## src/rtl/sort_pkg.sv

```systemverilog
`timescale 1ns/1ps
`default_nettype none
// +----------------------------------------------------------------------+
// | sort_pkg : shared types and helpers for the nth-rank sort interface  |
// | Revision : 1.0                                                       |
// +----------------------------------------------------------------------+
package sort_pkg;

    typedef enum logic [1:0] {
        S_IDLE  = 2'd0,
        S_ISSUE = 2'd1,
        S_WAIT  = 2'd2,
        S_EMIT  = 2'd3
    } state_t;

    localparam int c_max_num_size_def = 32;
    localparam int c_mult_w           = 3;

    // The engine's 2-bit count field cannot represent 4, so 0 stands for 4.
    function automatic logic [c_mult_w-1:0] decode_count(input logic [1:0] cnt);
        return (cnt == 2'd0) ? 3'd4 : {1'b0, cnt};
    endfunction

endpackage
`default_nettype wire

```

## src/rtl/nth_rank_requester.sv

```systemverilog
`timescale 1ns/1ps
`default_nettype none
// +----------------------------------------------------------------------+
// | nth_rank_requester : queries a 4-way rank engine and streams the     |
// |                      distinct frame values in ascending order.       |
// | Revision : 1.0                                                       |
// +----------------------------------------------------------------------+
module nth_rank_requester
    import sort_pkg::*;
#(
    parameter int MAX_NUM_SIZE   = c_max_num_size_def,
    parameter int TIMEOUT_CYCLES = 16
) (
    input  logic                         clk_in,
    input  logic                         rst_n_in,
    input  logic [3:0][MAX_NUM_SIZE-1:0] frame_in,
    input  logic                         frame_valid_in,
    output logic                         frame_ready_out,
    output logic [3:0][MAX_NUM_SIZE-1:0] srt_numbers_out,
    output logic [1:0]                   srt_index_out,
    output logic                         srt_valid_out,
    input  logic                         srt_busy_in,
    input  logic [MAX_NUM_SIZE-1:0]      srt_result_in,
    input  logic [1:0]                   srt_count_in,
    input  logic                         srt_valid_in,
    output logic [MAX_NUM_SIZE-1:0]      val_out,
    output logic [c_mult_w-1:0]          mult_out,
    output logic                         last_out,
    output logic                         val_valid_out,
    input  logic                         val_ready_in,
    output logic                         error_out
);

    localparam int                 c_cnt_w    = (TIMEOUT_CYCLES > 1) ? $clog2(TIMEOUT_CYCLES) : 1;
    localparam logic [c_cnt_w-1:0] c_cnt_last = c_cnt_w'(TIMEOUT_CYCLES - 1);

    state_t                         r_state;
    logic [1:0]                     r_idx;
    logic [c_cnt_w-1:0]             r_cnt;
    logic [3:0][MAX_NUM_SIZE-1:0]   r_numbers;
    logic                           r_srt_valid;
    logic [MAX_NUM_SIZE-1:0]        r_val;
    logic [c_mult_w-1:0]            r_mult;
    logic                           r_last;
    logic                           r_val_valid;
    logic                           r_frame_ready;
    logic                           r_error;

    logic [c_mult_w-1:0]            w_mult_dec;
    logic [c_mult_w-1:0]            w_idx_sum;

    assign w_mult_dec = decode_count(srt_count_in);
    // 3-bit sum cannot wrap (max 3+4); anything reaching 4 ends the frame.
    assign w_idx_sum  = {1'b0, r_idx} + w_mult_dec;

    always_ff @(posedge clk_in) begin
        if (!rst_n_in) begin
            r_state       <= S_IDLE;
            r_idx         <= 2'd0;
            r_cnt         <= '0;
            r_numbers     <= '0;
            r_srt_valid   <= 1'b0;
            r_val         <= '0;
            r_mult        <= '0;
            r_last        <= 1'b0;
            r_val_valid   <= 1'b0;
            r_frame_ready <= 1'b1;
            r_error       <= 1'b0;
        end else begin
            r_srt_valid <= 1'b0;
            case (r_state)
                S_IDLE: begin
                    if (frame_valid_in) begin
                        r_numbers     <= frame_in;
                        r_idx         <= 2'd0;
                        r_error       <= 1'b0;
                        r_frame_ready <= 1'b0;
                        r_state       <= S_ISSUE;
                    end
                end
                S_ISSUE: begin
                    if (!srt_busy_in) begin
                        r_srt_valid <= 1'b1;
                        r_cnt       <= '0;
                        r_state     <= S_WAIT;
                    end
                end
                S_WAIT: begin
                    if (srt_valid_in) begin
                        r_val       <= srt_result_in;
                        r_mult      <= w_mult_dec;
                        r_last      <= (w_idx_sum >= 3'd4);
                        r_val_valid <= 1'b1;
                        r_state     <= S_EMIT;
                    end else if (r_cnt == c_cnt_last) begin
                        r_error       <= 1'b1;
                        r_frame_ready <= 1'b1;
                        r_state       <= S_IDLE;
                    end else begin
                        r_cnt <= r_cnt + 1'b1;
                    end
                end
                S_EMIT: begin
                    if (val_ready_in) begin
                        r_val_valid <= 1'b0;
                        if (r_last) begin
                            r_frame_ready <= 1'b1;
                            r_state       <= S_IDLE;
                        end else begin
                            // Skip every copy of the value just emitted.
                            r_idx   <= r_idx + r_mult[1:0];
                            r_state <= S_ISSUE;
                        end
                    end
                end
                default: begin
                    r_state <= S_IDLE;
                end
            endcase
        end
    end

    assign frame_ready_out = r_frame_ready;
    assign srt_numbers_out = r_numbers;
    assign srt_index_out   = r_idx;
    assign srt_valid_out   = r_srt_valid;
    assign val_out         = r_val;
    assign mult_out        = r_mult;
    assign last_out        = r_last;
    assign val_valid_out   = r_val_valid;
    assign error_out       = r_error;

endmodule
`default_nettype wire

```

## config.mk

```make
export PLATFORM = sky130hd
export DESIGN_NAME = nth_rank_requester
export DESIGN_NICKNAME = d
export VERILOG_FILES = /design/src/rtl/sort_pkg.sv /design/src/rtl/nth_rank_requester.sv
export SDC_FILE = /design/constraint.sdc
export NUM_CORES = 1
export LEC_CHECK = 0
export CAP_MARGIN = 20
export CELL_PAD_IN_SITES_DETAIL_PLACEMENT = 1
export CELL_PAD_IN_SITES_GLOBAL_PLACEMENT = 2
export CORE_ASPECT_RATIO = 2
export CORE_MARGIN = 2
export CORE_UTILIZATION = 22
export CTS_CLUSTER_DIAMETER = 200
export DETAILED_ROUTE_END_ITERATION = 8
export PLACE_DENSITY_LB_ADDON = 0.1
export SYNTH_ARGS = -nofsm -noshare
export SYNTH_HDL_FRONTEND = slang
export SYNTH_SLANG_ARGS = --single-unit
```

## constraint.sdc

```tcl
create_clock -name clk_in -period 3.3 [get_ports clk_in]
set_input_delay 0.33 -clock clk_in [delete_from_list [all_inputs] [get_ports clk_in]]
set_output_delay 0.33 -clock clk_in [all_outputs]
set_load 0.05 [all_outputs]
```

# ---- Word level (Yosys, flattened, before mapping)
# Cells that the tools add are included.
dict set report totals {
  ff_bits 176
  latchBits 0
  ramBits 0
  romBits 0
  inputBits 168
  output_inout_bits 170
  wordCells 75
  memories 0
}
dict set report classes {
  n_addsub 3
  multipliers 0
  n_div 0
  n_lt_le_gt_ge 1
  n_eq_ne 14
  shift 0
  muxes 27
  n_bitwise 0
  reduce_logical 16
}
# cell n
set ops {}
lappend ops {{$ne A2 B2 Y1 const B} 9}
lappend ops {{$mux W2} 8}
lappend ops {{$reduce_and A4 Y1} 4}
lappend ops {{$mux W4} 3}
lappend ops {{$mux W1} 9}
lappend ops {{$pmux W2 S4} 1}
lappend ops {{$pmux W4 S2} 1}
lappend ops {{$reduce_bool A2 Y1} 4}
lappend ops {{$reduce_and A2 Y1} 3}
lappend ops {{$reduce_and A6 Y1} 1}
lappend ops {{$add A4 B1 Y4 const B} 1}
lappend ops {{$eq A2 B2 Y1 const B} 2}
lappend ops {{$eq A4 B4 Y1 const B} 1}
lappend ops {{$logic_not A2 Y1} 2}
lappend ops {{$pmux W1 S2} 2}
lappend ops {{$pmux W2 S2} 1}
lappend ops {{$add A2 B3 Y3} 1}
lappend ops {{$ge A3 B3 Y1 const B} 1}
lappend ops {{$mux W3} 1}
lappend ops {{$ne A3 B3 Y1 const B} 1}
lappend ops {{$pmux W1 S3} 1}
lappend ops {{$reduce_and A3 Y1} 1}
lappend ops {{$reduce_bool A3 Y1} 1}
lappend ops {{$add A2 B2 Y2} 1}
lappend ops {{$eq A2 B1 Y1 const B} 1}

# ---- Depth between registers and ports, before layout
# Gate-level depths: netlist (run 1).
dict set report depth {
  depth_word 4
  ltp_mapped 6
  mapped_depth_nobuf 4
}

# ---- Worst setup path before layout (run 1)
# No wires, ideal clock.
dict set report synth_timing {
  path_type {reg-to-reg}
  from {register r_mult[0] (netlist: mult_out[0])}
  to {register r_idx[1] (netlist: srt_index_out[1])}
  setup_ps 86
  t_arrival_ps 1419
  required_time_ps 3214
  setup_slack_ps 1796
  stages_incl_launch_ff 5
  path_buffers 0
  period_less_slack_ps 1504
  path_cell_list {dfxtp_1 -> ha_1 -> xor2_1 -> mux2_2 -> a211oi_1}
}
dict set report synth_between {
  elab_chain_cells 4
}
# item line
set synth_rtl {}
lappend synth_rtl {{from (decl)} nth_rank_requester.sv:43} ;# logic [c_mult_w-1:0] r_mult;
lappend synth_rtl {{from (signal assigned)} nth_rank_requester.sv:91} ;# r_mult <= w_mult_dec;
lappend synth_rtl {{$add A2 B2 Y2} nth_rank_requester.sv:111} ;# r_idx <= r_idx + r_mult[1:0];
lappend synth_rtl {{$mux W2} nth_rank_requester.sv:106} ;# if (r_last) begin
lappend synth_rtl {{$mux W2} nth_rank_requester.sv:104} ;# if (val_ready_in) begin
lappend synth_rtl {{$pmux W2 S2} nth_rank_requester.sv:71} ;# case (r_state)
lappend synth_rtl {{to (signal assigned)} nth_rank_requester.sv:111}
lappend synth_rtl {{to (decl)} nth_rank_requester.sv:38} ;# logic [1:0] r_idx;
# Every way passes these cells. The select of a mux whose other input is x is not followed.
# A chain may end at the register's enable or synchronous reset.

# ---- Worst setup path after layout (run 1)
dict set report layout_timing {
  from {register r_last (netlist: last_out)}
  to {output last_out}
}
# item line
set layout_rtl {}
lappend layout_rtl {{from (decl)} nth_rank_requester.sv:44} ;# logic r_last;
lappend layout_rtl {{from (signal assigned)} nth_rank_requester.sv:92} ;# r_last <= (w_idx_sum >= 3'd4);
lappend layout_rtl {{to (decl)} nth_rank_requester.sv:28} ;# output logic last_out,
# No word-level cell between the ends.

==> flow_summary.yaml, run 1 <==
worst_setup_path:
  cp_top_family: "buffers and inverters"
  worst_ep_required_time_ns: 2.97
  critical_path.max_fanout: 4
  crit_path_top_delay_cell: "clkdlybuf4s50_1"
  arrival_ns: 1.69
  critical_path.n_buffers_inverters: 1
  critical_path.max_stage_delay_ns: 0.86
  timing.reg2reg.setup_slack_ns: 1.29
  cp-start-kind: "flip-flop"
  crit_path_end_kind: "output port"
  timing.setup.critical_path_class: "reg2out"
  crit_chain: "clkdlybuf4s50_1"
layout:
  final_layout_size_suffix_gt1_share_pct: 4.59
  multi_input_gate_area_in_the_final_layout_mm2: 0.00248
  most-common-layout-cells: "337 x clkdlybuf4s50_1, 329 x nand2_1, 176 x dfxtp_1"
  fillerInstances: 3335
  net_count_reported_at_finish: 1271
  mostFrequentLayoutCell: "clkdlybuf4s50_1"
  area.growth.synth_to_final_pct: 69.0
  final-seq-area_mm2: 0.00352
global_route:
  gr-usage-all-layers_pct: 16.7
  grt_first_pass_wirelength_um: 37700
  pin_count_of_the_biggest_net_entering_global_routing: 113
  first_global_vias: 6627
  antenna_found_initial: 1
  gr-total-overflow: 0
logic_synthesis:
  synth.cell_area_mm2: 0.00625
  netlist.top_cell.by_area: "dfxtp_1"
  yosys_register_bits: 176
  synth.area.top_cells: "dfxtp_1 56%, nand2_1 20%, a21oi_1 14%, buf_2 1.9%, clkbuf_1 1.9%"
  synth_enable_flop_cells: 0
  yosysTopAreaCellShare_pct: 56.4
  ys_warn_count: 0
  synth.avg_cell_area_um2: 7.95
  ys.flop_type: "dfxtp_1"
  postSynthNetCount: 957
  postSynth.asyncResetShare_pct: 0
  synth_sequential_area_ratio_pct: 56.4
  library_cells_used_by_synthesis: 42
  syn-instance-count: 786
clocking:
  tritoncts: "yes"
  post_cts.repair.setup_buffers: 0
  worst_skew_pair.late_latency_ns: 0.44
  clock_path_buffers: 2
  cts-root-buf: "clkbuf_16"
  post_cts_hold_buffer_count: 0
  cts_resized: 0
  path_clk_slew_ns: 0.07
  htreeDepth: 4
  tritoncts_num_sinks: 176
  cts-buffers-inserted: 17
job:
  drv_cap: 0
detailed_routing:
  wl_per_cell_um: 17.0
  vias: 6373
  drt_wl_total_um: 24900
  post_dr_vias_cell: 4.34
  drc_viols: 0
  firstDrtPassIters: 4
  drt_iter0_markers: 195
  drtAntennaViolNets: 0
timing:
  min_period_ns: 2.02
  report.final.setup_viol: 0
  timing.final.crit_share_pct: 61.1
  tightest_slew_ns: 0.896
  timing.final.hold_violations: 0
  timing.slew.headroom_pct: 40.3
  report.final.slew_viol_count: 0
  worst_clock_skew_ns: 0.00545
  setup_slack_ns: 1.28
  fin_setup_tns_ns: 0
  setup_repair_after_global_routing_missed_its_margin: "no"
  achievable-frequency_mhz: 496
place:
  dp_hpwl_um: 17900
  placement.setup.worst_slack_ns: 0.902
  portBuffers: 337
  gp_congestion: 0.735
floorplan:
  initial_core_utilization_pct: 22.3
  fp.dieArea_mm2: 0.0299
  die_w_um: 123
  num_rows: 87
  dieHeight_um: 242
  core_mm2: 0.0281
  count_of_boundary_i_o_pins: 338
power_and_ir_drop:
  total_leakage_power_nw: 3.76
  power-per-cell-area_mw_per_mm2: 551
  vdd_drop_max_mv: 0.301
hold_path:
  min-delay-path-class: "in2reg"
outcome:
  run_status: "finished clean"
[cells in the mapped netlist, types with 3 or more instances]
| library cell | n |
|---|---|
| a21oi_1 | 169 |
| buf_2 | 24 |
| clkbuf_1 | 32 |
| dfxtp_1 | 176 |
| ha_1 | 3 |
| nand2_1 | 329 |
| nand3_1 | 3 |
| nor2_1 | 3 |
| nor3_1 | 3 |
| or3_1 | 4 |
[registers in the layout, indices dropped and copies added, names as in the netlist]
name / cells
frame_ready_out: 1
val_out: 32
r_state: 2
mult_out: 3
srt_valid_out: 1
last_out: 1
r_cnt: 4
srt_numbers_out: 128
srt_index_out: 2
val_valid_out: 1
error_out: 1
[layout make-up]
type / count / area share (%)
repair buffers: 353 / 33.7
flip-flops and latches: 176 / 33.4
multi-input cells: 550 / 23.5
clock buffers: 21 / 4.36
well taps: 356 / 4.22
clock inverters: 10 / 0.841
inverters: 2 / 0.0948
diodes: 1 / 0.0237
[routing by layer]
| layer | GRT usage, % | wire length, um |
|---|---|---|
| met5 | 0 | 0 |
| met3 | 6.29 | 2090 |
| met4 | 6.25 | 478 |
| met1 | 17.2 | 9230 |
| met2 | 29.9 | 13100 |
[where the power goes]
group          total [mW]  internal, mW  switching [mW]
sequential           2.36          2.28          0.0772
combinational        1.53         0.562           0.964
clock                1.94          1.07           0.867
total                5.82          3.91            1.91
[path summary, 6_finish.rpt]
| kind | cells past startpoint | startpoint | endpoint |
|---|---|---|---|
| worst max-delay path | 1 | last_out$_SDFFE_PN0P_ | last_out |
| worst min-delay path | 3 | frame_in[123] | srt_numbers_out[123]$_SDFFE_PN0P_ |
| worst max register to register | 5 | r_state[1]$_SDFFE_PN0P_ | srt_numbers_out[50]$_SDFFE_PN0P_ |
| worst min register to register | 2 | val_out[12]$_SDFFE_PN0P_ | val_out[12]$_SDFFE_PN0P_ |
[logic make-up after synthesis]
kind of cell,count (synthesis),synth area share [%]
multiplexers,1,0.180
XOR/XNOR,2,0.280
AND/OR/NAND/NOR,360,23.1
buffers and inverters,60,4.14
flip-flops,176,56.4
AO/OA/AOI/OAI,184,15.4
adder cells (fa/ha/maj),3,0.601
[per-stage QoR]
stage / power [mW] / instances / util, % / area (um2) / hold slack, ns
2_1_floorplan: 3.29 / 786 / - / 6250 / 0.447
3_3_place_gp: 3.95 / 1437 / 35.7 / 10000 / 0.440
3_5_place_dp: 3.96 / 1437 / 35.7 / 10000 / 0.448
4_1_cts: 5.94 / 1468 / 37.6 / 10600 / 0.397
5_1_grt: 6.11 / 1469 / 37.6 / 10600 / 0.413
6_report: 5.82 / 1469 / 37.6 / 10600 / 0.424
(Power assumes the default switching activity.)
==> inputs of run 2 (changes only) <==
--- a/config.mk
+++ b/config.mk
@@ -10,7 +10,7 @@
 export CELL_PAD_IN_SITES_GLOBAL_PLACEMENT = 2
 export CORE_ASPECT_RATIO = 2
 export CORE_MARGIN = 2
-export CORE_UTILIZATION = 22
+export CORE_UTILIZATION = 18
 export CTS_CLUSTER_DIAMETER = 200
 export DETAILED_ROUTE_END_ITERATION = 8
 export PLACE_DENSITY_LB_ADDON = 0.1
==> constraint.sdc (replaced) <==
create_clock -name clk_in -period 1.65 [get_ports clk_in]
set_input_delay 0.165 -clock clk_in [delete_from_list [all_inputs] [get_ports clk_in]]
set_output_delay 0.165 -clock clk_in [all_outputs]
set_load 0.05 [all_outputs]
==> flow_summary.yaml, run 2 (synthesis results as in run 1) <==
outcome:
  run_status: "finished clean"
global_route:
  grt_first_pass_wirelength_um: 40500
  first_global_vias: 6781
  gr-usage-all-layers_pct: 14.9
  gr-total-overflow: 0
  antenna_found_initial: 1
  pin_count_of_the_biggest_net_entering_global_routing: 53
layout:
  multi_input_gate_area_in_the_final_layout_mm2: 0.00248
  mostFrequentLayoutCell: "nand2_1"
  final_layout_size_suffix_gt1_share_pct: 20.5
  postLayoutCellArea_mm2: 0.0106
  net_count_reported_at_finish: 1301
  fillerInstances: 4082
  final-seq-area_mm2: 0.00352
  final_cell_count_no_fill: 1585
  most-common-layout-cells: "329 x nand2_1, 184 x buf_4, 175 x dfxtp_1"
  largest_reg_flops: 128
  area.growth.synth_to_final_pct: 70.1
clocking:
  cts-root-buf: "clkbuf_16"
  post_cts.repair.setup_buffers: 0
  tritoncts_num_sinks: 176
  clock_path_buffers: 2
  cts-buffers-inserted: 17
  path_clk_slew_ns: 0.07
  htreeDepth: 4
  tritoncts: "yes"
  worst_skew_pair.late_latency_ns: 0.45
worst_setup_path:
  cp_top_family: "buffers and inverters"
  critical_path.most_common_cell: "buf_12"
  crit_chain: "buf_12, nor3b_4, buf_4, buf_12, nand2_1, a21oi_1"
  cp.depth: 6
  crit-reg2reg-capture: "srt_numbers_out[5]$_SDFFE_PN0P_"
  critical_path.n_buffers_inverters: 3
  crit_path_top_delay_cell: "dfxtp_1"
  critical_path.max_fanout: 22
  reg2regPathDepth: 6
  critical_path.max_stage_delay_ns: 0.39
  crit_path_end_kind: "flip-flop"
  timing.setup.critical_path_class: "reg2reg"
  timing.reg2reg.setup_slack_ns: 0.11
  worst_ep_required_time_ns: 2.02
  timing.rr.start: "r_state[0]$_SDFFE_PN0P_"
  cp-start-kind: "flip-flop"
  arrival_ns: 1.91
timing:
  worst_clock_skew_ns: 0.0112
  timing.final.crit_share_pct: 93.2
  report.final.slew_viol_count: 0
  timing.final.hold_violations: 0
  achievable-frequency_mhz: 650
  timing.slew.headroom_pct: 66.5
  report.final.setup_viol: 0
  setup_repair_after_global_routing_missed_its_margin: "yes"
  tightest_slew_ns: 0.504
  min_period_ns: 1.54
floorplan:
  fp.dieArea_mm2: 0.0363
  dieHeight_um: 268
  die_w_um: 136
  count_of_boundary_i_o_pins: 338
  initial_core_utilization_pct: 18.3
  num_rows: 96
  core_mm2: 0.0342
power_and_ir_drop:
  vdd_drop_max_mv: 0.721
  power-per-cell-area_mw_per_mm2: 1130
  total_leakage_power_nw: 4.32
detailed_routing:
  drt_wl_total_um: 27100
  wl_met1_um: 9280
  vias: 6536
  wl_met2_um: 15100
  wl_met3_um: 2250
  drt_iter0_markers: 144
  drc_viols: 0
  post_dr_vias_cell: 4.12
  drtAntennaViolNets: 0
  wl_per_cell_um: 17.1
  highest-signal-layer: "met4"
  firstDrtPassIters: 4
hold_path:
  min-delay-path-class: "in2reg"
  min-delay-start: "srt_result_in[16]"
  hold_end: "val_out[16]$_SDFFE_PN0P_"
  hold_path_depth: 3
job:
  drv_cap: 0
place:
  dpl-instance-area_mm2: 0.0101
  portBuffers: 337
  placedCellCount: 1552
  gp_congestion: 0.702
  dp_hpwl_um: 20600
==> run 2: layout make-up <==
type | count | area share (%)
well taps | 441 | 5.19
clock buffers | 19 | 4.17
flip-flops and latches | 176 | 33.2
inverters | 2 | 0.118
clock inverters | 13 | 1.41
repair buffers | 383 | 32.6
diodes | 1 | 0.0235
multi-input cells | 550 | 23.3
==> run 2: power breakdown <==
group          total [mW]  switching (mW)  internal, mW
clock network        4.20            1.90          2.30
registers            4.73           0.169          4.56
logic                3.12            1.96          1.15
total                12.0            4.03          8.01
==> run 2: per-stage QoR <==
stage | util (%) | setup TNS [ns] | setup WS [ns] | total power [mW] | hold slack (ns)
finish | 31.1 | 0 | 0.112 | 12.0 | 0.253
global route | 31.1 | -0.411 | -0.0407 | 12.7 | 0.244
CTS | 31.0 | 0 | 0.0225 | 12.4 | 0.221
detailed placement | 29.4 | -5.13 | -0.103 | 8.04 | 0.447
global placement | 29.4 | -4.19 | -0.0934 | 8.01 | 0.443
floorplan | - | 0 | 0.146 | 6.57 | 0.282
==> run 2: worst min-delay path: stages <==
cell,delay (ns)
clkdlybuf4s50_1,0.39
nand2_1,0.05
a21oi_1,0.05
==> run 2: timing repair <==
action / 4_1_cts / 5_1_grt
hold buffers: 0 / 0
resized for setup: 20 / 1
endpoints found under the setup margin: 20 / 32
==> run 2: layer usage <==
metal / vias up / global-route usage (%)
met5: - / 0
met4: 0 / 4.79
met3: 19 / 5.79
met2: 226 / 29.0
met1: 3045 / 13.9
li1: 3246 / -
==> run 2: worst max path at each step <==
stage / from / endpoint / slack [ns]
after floorplan: mult_out[0]$_SDFFE_PN0P_ / srt_index_out[1]$_SDFFE_PN0P_ / 0.15
after global placement: srt_valid_in / r_cnt[2]$_SDFFE_PN0P_ / -0.09
after detailed placement: srt_valid_in / r_cnt[2]$_SDFFE_PN0P_ / -0.10
after CTS: r_state[0]$_SDFFE_PN0P_ / srt_numbers_out[118]$_SDFFE_PN0P_ / 0.02
after global routing: r_state[0]$_SDFFE_PN0P_ / srt_numbers_out[120]$_SDFFE_PN0P_ / -0.04
final: r_state[0]$_SDFFE_PN0P_ / srt_numbers_out[5]$_SDFFE_PN0P_ / 0.11
